**src/rtl/memoria_instrucoes.sv**
```systemverilog
// Instruction memory with a combinational fetch port and a framed byte-serial
// program loader that holds the processor while memory is being rewritten.
module memoria_instrucoes #(
  parameter int    ADDR_W    = 8,
  parameter string INIT_FILE = ""
) (
  input  logic        clk,
  input  logic        reset,
  input  logic [15:0] I_addr,
  input  logic        I_rd,
  output logic [15:0] I_data,
  input  logic        ld_start,
  input  logic        ld_valid,
  input  logic [7:0]  ld_byte,
  output logic        ld_ready,
  output logic        ld_done,
  output logic        ld_err,
  output logic        cpu_hold
);

  localparam int          DEPTH        = 1 << ADDR_W;
  localparam logic [15:0] INVALID_WORD = 16'hF000;

  typedef enum logic [2:0] {
    S_IDLE  = 3'd0,
    S_COUNT = 3'd1,
    S_HIGH  = 3'd2,
    S_LOW   = 3'd3,
    S_CHECK = 3'd4,
    S_DONE  = 3'd5
  } state_t;

  // Running XOR checksum over frame bytes.
  function automatic logic [7:0] chk_fold(input logic [7:0] acc, input logic [7:0] b);
    return acc ^ b;
  endfunction

  // Word count byte, truncated to the address width; zero means full depth.
  function automatic logic [ADDR_W:0] word_count(input logic [7:0] b);
    logic [ADDR_W-1:0] n;
    n = b[ADDR_W-1:0];
    if (n == '0) word_count = {1'b1, {ADDR_W{1'b0}}};
    else         word_count = {1'b0, n};
  endfunction

  logic [15:0]     mem_r [DEPTH];
  state_t          state_r, state_s;
  logic [ADDR_W-1:0] wr_addr_r;
  logic [ADDR_W:0]   words_left_r;
  logic [7:0]      hi_byte_r;
  logic [7:0]      chk_r;
  logic            ld_ready_r, ld_done_r, ld_err_r, cpu_hold_r;
  logic            accept_s;
  logic            chk_ok_s;

  assign accept_s = ld_valid && ld_ready_r;
  assign chk_ok_s = (ld_byte == chk_r);

  // Next-state decode of the loader FSM.
  always_comb begin
    state_s = state_r;
    case (state_r)
      S_IDLE: begin
        if (ld_start) state_s = S_COUNT;
        else          state_s = S_IDLE;
      end
      S_COUNT: begin
        if (accept_s) state_s = S_HIGH;
        else          state_s = S_COUNT;
      end
      S_HIGH: begin
        if (accept_s) state_s = S_LOW;
        else          state_s = S_HIGH;
      end
      S_LOW: begin
        if (accept_s && (words_left_r == (ADDR_W+1)'(1))) state_s = S_CHECK;
        else if (accept_s)                                state_s = S_HIGH;
        else                                              state_s = S_LOW;
      end
      S_CHECK: begin
        if (accept_s && chk_ok_s) state_s = S_DONE;
        else if (accept_s)        state_s = S_IDLE;
        else                      state_s = S_CHECK;
      end
      S_DONE:  state_s = S_IDLE;
      default: state_s = S_IDLE;
    endcase
  end

  // State, datapath registers and registered status outputs.
  always_ff @(posedge clk) begin
    if (!reset) begin
      state_r      <= S_IDLE;
      wr_addr_r    <= '0;
      words_left_r <= '0;
      hi_byte_r    <= 8'h00;
      chk_r        <= 8'h00;
      ld_ready_r   <= 1'b0;
      ld_done_r    <= 1'b0;
      ld_err_r     <= 1'b0;
      cpu_hold_r   <= 1'b0;
    end else begin
      state_r    <= state_s;
      ld_ready_r <= (state_s inside {S_COUNT, S_HIGH, S_LOW, S_CHECK});
      ld_done_r  <= (state_s == S_DONE);
      cpu_hold_r <= (state_s != S_IDLE);
      case (state_r)
        S_IDLE: begin
          if (ld_start) begin
            wr_addr_r <= '0;
            chk_r     <= 8'h00;
            ld_err_r  <= 1'b0;
          end
        end
        S_COUNT: begin
          if (accept_s) begin
            words_left_r <= word_count(ld_byte);
            chk_r        <= chk_fold(chk_r, ld_byte);
          end
        end
        S_HIGH: begin
          if (accept_s) begin
            hi_byte_r <= ld_byte;
            chk_r     <= chk_fold(chk_r, ld_byte);
          end
        end
        S_LOW: begin
          if (accept_s) begin
            wr_addr_r    <= wr_addr_r + ADDR_W'(1);
            words_left_r <= words_left_r - (ADDR_W+1)'(1);
            chk_r        <= chk_fold(chk_r, ld_byte);
          end
        end
        S_CHECK: begin
          if (accept_s && !chk_ok_s) ld_err_r <= 1'b1;
        end
        default: ;
      endcase
    end
  end

  // Program memory write port; contents are deliberately not reset.
  always_ff @(posedge clk) begin
    if (reset && (state_r == S_LOW) && accept_s) mem_r[wr_addr_r] <= {hi_byte_r, ld_byte};
  end

  // Fetch port: only in-range reads while idle see memory, all else is an invalid opcode.
  always_comb begin
    I_data = INVALID_WORD;
    if (I_rd && (I_addr[15:ADDR_W] == '0) && (state_r == S_IDLE)) I_data = mem_r[I_addr[ADDR_W-1:0]];
    else                                                          I_data = INVALID_WORD;
  end

  assign ld_ready = ld_ready_r;
  assign ld_done  = ld_done_r;
  assign ld_err   = ld_err_r;
  assign cpu_hold = cpu_hold_r;

endmodule

```
**config.mk**
```make
export PLATFORM = sky130hd
export DESIGN_NAME = memoria_instrucoes
export DESIGN_NICKNAME = d
export VERILOG_FILES = /design/src/rtl/memoria_instrucoes.sv
export SDC_FILE = /design/constraint.sdc
export NUM_CORES = 2
export LEC_CHECK = 0
export BUFFER_PORTS_ARGS = -buffer_cell sky130_fd_sc_hd__buf_2
export CORE_ASPECT_RATIO = 0.8
export CORE_MARGIN = 5
export CORE_UTILIZATION = 61
export DETAILED_ROUTE_END_ITERATION = 10
export HOLD_SLACK_MARGIN = 0.15
export PLACE_DENSITY = 0.75
export SYNTH_ARGS = -nofsm -noshare
export SYNTH_HDL_FRONTEND = slang
export SYNTH_SLANG_ARGS = --single-unit
```
**constraint.sdc**
```tcl
create_clock -name clk -period 7.2 [get_ports clk]
set_clock_uncertainty 0.15 [all_clocks]
set_input_delay 0.72 -clock clk [delete_from_list [all_inputs] [get_ports clk]]
set_output_delay 0.72 -clock clk [all_outputs]
set_load 0.02 [all_outputs]
```
; ---- Word level (Yosys, flattened, before mapping)
; Memory sizes are Yosys's and may differ from the RTL's.
; Cells that the tools add are included.
[classes]
addsub = 2
n_eq_ne = 16
n_bitwise = 1
n_reduce_logical = 24
muxes = 23
[op_table]
columns = cell, n
row1 = one-hot mux 8 bit (2 select lines), 2
row2 = 2-to-1 mux 9 bit, 3
row3 = 2-to-1 mux 8 bit, 3
row4 = one-hot mux 9 bit (2 select lines), 1
row5 = zero test 8 bit, 2
row6 = 2-to-1 mux 16 bit, 1
row7 = one-hot mux 3 bit (5 select lines), 1
row8 = equality test 3 x 2 -> 1 bit (second input constant), 4
row9 = AND reduction 3 bit, 4
row10 = equality test 3 bit (second input constant), 3
row11 = equality test 9 x 1 -> 1 bit (second input constant), 1
row12 = 2-to-1 mux 3 bit, 3
row13 = subtractor 9 x 1 -> 9 bit (second input constant), 1
row14 = adder 8 x 1 -> 8 bit (second input constant), 1
row15 = equality test 8 bit, 1
row16 = logical AND 1 bit, 8
row17 = inequality test 2 bit (second input constant), 4
row18 = nonzero test 2 bit, 4
row19 = bitwise XOR 8 bit, 1
row20 = 2-to-1 mux 1 bit, 7
row21 = equality test 3 x 1 -> 1 bit (second input constant), 2
row22 = nonzero test 4 bit, 1
row23 = zero test 3 bit, 1
row24 = nonzero test 3 bit, 1
row25 = other kinds (6), 6
[word_totals]
word_cells = 76
memories = 1
in_bits = 29
reg_bits = 40
ram_bits = 4096
out_inout_bits = 20
[mem_list]
columns = memory, words, word_bits, read_ports, rd_ports_with_merged_regs, wr, line_no
row1 = mem_r, 256, 16, 1, 0, 1, 46  ; logic [15:0] mem_r [DEPTH];

; ---- Longest topological paths before layout
[logic_depth]
depth_word = 6
ltp_mapped = 13
depth_no_buf = 8

; ---- Worst setup path after synthesis
; OpenSTA, ideal clock, no wires.
[synth_path]
kind = register to register
start = register hi_byte_r[2]
end = memory mem_r[0][10] (data pin)
arrival_time_ps = 3397
setup_ps = 856
path_buffers = 0
stages_incl_launch_ff = 1
path_slack_ps = 2798
required_ps = 6194
period_less_slack_ps = 4402
cell_sequence = dfxtp_1
[synth_lines]
columns = item, line_no
row1 = from (decl), 50  ; logic [7:0] hi_byte_r;
row2 = from (signal assigned), 123  ; hi_byte_r <= ld_byte;
row3 = to (decl), 46
; No word-level cell before the write port.

; ---- Worst setup path in the final report
[layout_path]
start = input port I_addr[1]
end = output port I_data[5]
[layout_via]
elab_chain_cells = 2
[layout_lines]
columns = item, line_no
row1 = from (decl), 9  ; input logic [15:0] I_addr,
row2 = memory (256 x 16 bit), -
row3 = 2-to-1 mux 16 bit, 150  ; if (I_rd && (I_addr[15:ADDR_W] == '0) && (state_r == S_IDLE)) I_data = mem_r[I_addr[ADDR_W-1:0]];
row4 = to (decl), 11  ; output logic [15:0] I_data,
; Every way passes these cells.

==> results.md <==
- Core area: around 260,000 um2
- Async SR Flop Fraction: 0%
- Nets@finish: around 8,000
- Top-Level Pins: 49
- Setup WS pre-CTS: between 0.8 and 0.9 ns
- Area growth, synth to finish: 10.87%
- First-pass detailed-route iteration total: 6
- GRT overflow: 0
- Syn Nets: approximately 8,000
- Top-area cell type share of the netlist area: between 70% and 80%
- Final Wtd Congestion: between 0.8 and 0.9
- First-iteration detailed-routing DRC count: between 10,000 and 15,000
- Most frequent cell after synthesis: edfxtp_1
- Cells after Synth: 7,741
- I/O Buffers: 48
- Clk_lat worst skew: approximately 0.9 ns
- Post-synth EDFFs: between 4,000 and 5,000
- Setup crit start: I_addr[1]
- Dpl hpwl: 242,400 um
- Drt wl/cell: approximately 35 um
- Worst slew pin tran: between 1.5 and 2 ns
- Crit path kind: in -> out
- Worst hold slack: ~0.17 ns
- Register area share after synthesis: about three quarters
- Initial antenna violation count: 20
- CP Max Fanout: between 40 and 50
- Filler cells: about 16,000
- Post-CTS Hold Buffers: 8
- Vias per std cell: approximately 7.0
- DIE HEIGHT: 470.0 um
- Vias: approximately 84,000
- Final setup fails: 0
- Fmax: approximately 150 MHz
- Yosys reg bits: 4,136
- Slowest CP cell: o21ai_0
- Post-DRT Antenna Nets: 0
- Slew Limit Fails: 12
- LEAKAGE: 61.57 nW
- CTS Buf Count: between 300 and 400
- Setup_tns: 0 ns
- Clk sinks: 4,136
- Root Buffer: clkbuf_16
- Top cell by count, worst path: buf_4
- GRT Resource Usage Total: 30.53%
- Post-CTS sizing: 0
- Number of global-route vias before repair: ~80,000
- Final Cell Area: around 180,000 um2
- Max-cap violations: 3
- Worst r2r src: state_r[0]
- Final worst path period need: around 6.6 ns
- Final Cycle Share: between 90 and 100%
- Post-Place Cell Area: ~170,000 um2
- Worst path cell trace: buf_8 > nand2b_4 > buf_12 > buf_4 > o221ai_1 > o22ai_1 > o21ai_0 > buf_4 > nand2_1 > nor4_1 > a41o_1 > buf_2
- Largest net degree at the start of global routing: about 230
- Critical R2R Capture: mem_r[70][9]
- Crit. End Element: output pin
- Worst setup path endpoint: I_data[5]
- Synth warn: 0
- Area contributors post-synth: edfxtp_1 76%, mux4_2 9.5%, mux2i_1 4.2%
- Highest ir drop seen on vdd: around 0.24 mV
- Post-Syn Area per Cell: 20.84 um2
- Fraction of layout cells with a size suffix above 1: a little over a fifth
- Global-route wire length before repair: between 600,000 and 700,000 um
- CP top delay family: compound AO/OA/AOI/OAI gates
- Final WL: approximately 420,000 um
- CP max stage delay: roughly 1.1 ns
- Initial Utilization: approximately three fifths
- Worst-case reg-to-reg path depth: 6
- Post-CTS Setup Bufs: 0
- Placement Rows: between 150 and 200
- RSZ-0062 raised after global routing: no
- P per Cell Area: ~270 nW/um2
- Worst setup margin: between 0.5 and 0.6 ns
- Min-delay worst type: in -> reg
- Remaining DRCs: 0
- Final hold violations: 0
- Clk slew on worst S/H paths: about 0.06 ns
- Outcome: finished with violations
- Req. time, crit path: 6.33 ns
- Critical Path AT: a little under 6 ns
- Failing checks: max-capacitance violations, max-slew violations
- Post-synth top area cell: edfxtp_1
- Slew HR: -2.341%
- H-tree Lvls: 5
- Synth cell types: 75
- Die W: approximately 580 um
- Commonest cells post-synth: 4,096 x edfxtp_1, 681 x mux2i_1, 680 x mux4_2
- Top_reg_cell synth: edfxtp_1
- CTS tree: done
- Die Footprint: 274,900 um2
- R2R setup slack: approximately 2.1 ns
- Buf/Inv on CP: 5
- CTS Buffer Depth: 4
- Mapped cell area: around 160,000 um2
- Worst setup SP type: input pin
- WP depth: 12
-- per-layer routing --
layer  wire length [um]  up-vias  GRT usage, %
met5                  0        -             0
met4              15950        0         9.667
met3              60750      895         9.233
met2             188700     6382         44.59
met1             155200    43272         45.08
li1                   -    33390             -
-- state kept, by name, summed over array words and instances (netlist names) --
register	count
chk_r	8
wr_addr_r	8
hi_byte_r	8
mem_r	4096
state_r	3
ld_err	1
words_left_r	9
ld_ready	1
cpu_hold	1
ld_done	1
-- worst register-to-register path, cell delays in order (launching register included) --
cell and delay, ns:
dfxtp_1 0.59, nor3b_2 0.64, nand3_1 0.50, nor3b_1 0.95, nand2_1 0.79, nor2_1 0.82, buf_4 0.39
-- final cells by class --
| class | instances | area, um2 | share of cell area [%] |
|---|---|---|---|
| Timing Repair Buffer | 495 | 4292 | 2.400 |
| Tap cell | 3485 | 4360 | 2.438 |
| Multi-Input combinational cell | 3127 | 34100 | 19.07 |
| Clock inverter | 216 | 1997 | 1.117 |
| Inverter | 10 | 45.04 | 0.02519 |
| Sequential cell | 4136 | 123800 | 69.24 |
| Antenna cell | 16 | 40.04 | 0.02239 |
| Clock buffer | 474 | 10180 | 5.691 |
-- worst min path at each step --
stage	from	endpoint	slack, ns	depth (start not counted)
2_1_floorplan	words_left_r[1]	words_left_r[1]	0.30	2
3_3_place_gp	ld_err	ld_err	0.31	2
3_5_place_dp	words_left_r[1]	words_left_r[1]	0.33	2
4_1_cts	ld_byte[7]	mem_r[102][7]	0.17	1
5_1_grt	ld_byte[7]	mem_r[55][7]	0.18	1
6_report	ld_byte[7]	mem_r[118][7]	0.17	1
-- per-stage QoR --
step                      cells  power (mW)  util [%]
after floorplan            7741       27.96         -
after detailed placement  11245       28.65     63.43
after global placement    11244       28.61     63.43
after global routing      11947       49.41     68.11
after CTS                 11943       48.21     68.10
final                     11959       48.13     68.12
-- cell usage in the layout, fill, tap and decap left out, types with 39 or more instances in the layout --
cell type	netlist	routed
edfxtp_1	4096	4096
mux2i_1	681	681
mux4_2	680	680
buf_4	32	395
clkbuf_16	0	393
nor2_1	355	336
o221ai_1	255	255
o21ai_0	167	167
o22ai_1	155	155
a21oi_1	138	138
nand2_1	115	115
nor3_1	92	90
clkinv_1	0	78
clkbuf_1	193	77
mux4_1	69	69
clkinv_2	0	67
a22oi_1	56	56
buf_12	24	45
a211oi_1	39	39
nand3_1	39	39
-- cell families (layout without fill, tap and decap cells) --
logic type	after synthesis	count (layout)	share of synthesized area (%)
muxes	1436	1436	14.89
DFF	4136	4136	76.74
and+or+nand+nor	759	759	2.141
other	0	16	0
buffers and inverters	478	1195	2.184
AOI/OAI and AO/OA	910	910	3.913
xor gates and xnor gates	16	16	0.08687
adders and majority gates	6	6	0.04654
-- where the power goes --
part	switching (mW)	internal, mW	total (mW)
logic	1.27	0.647	1.91
clock network	8.69	11.3	19.9
registers	0.0106	26.3	26.3
Note: power is estimated with default switching activity, not from simulation.
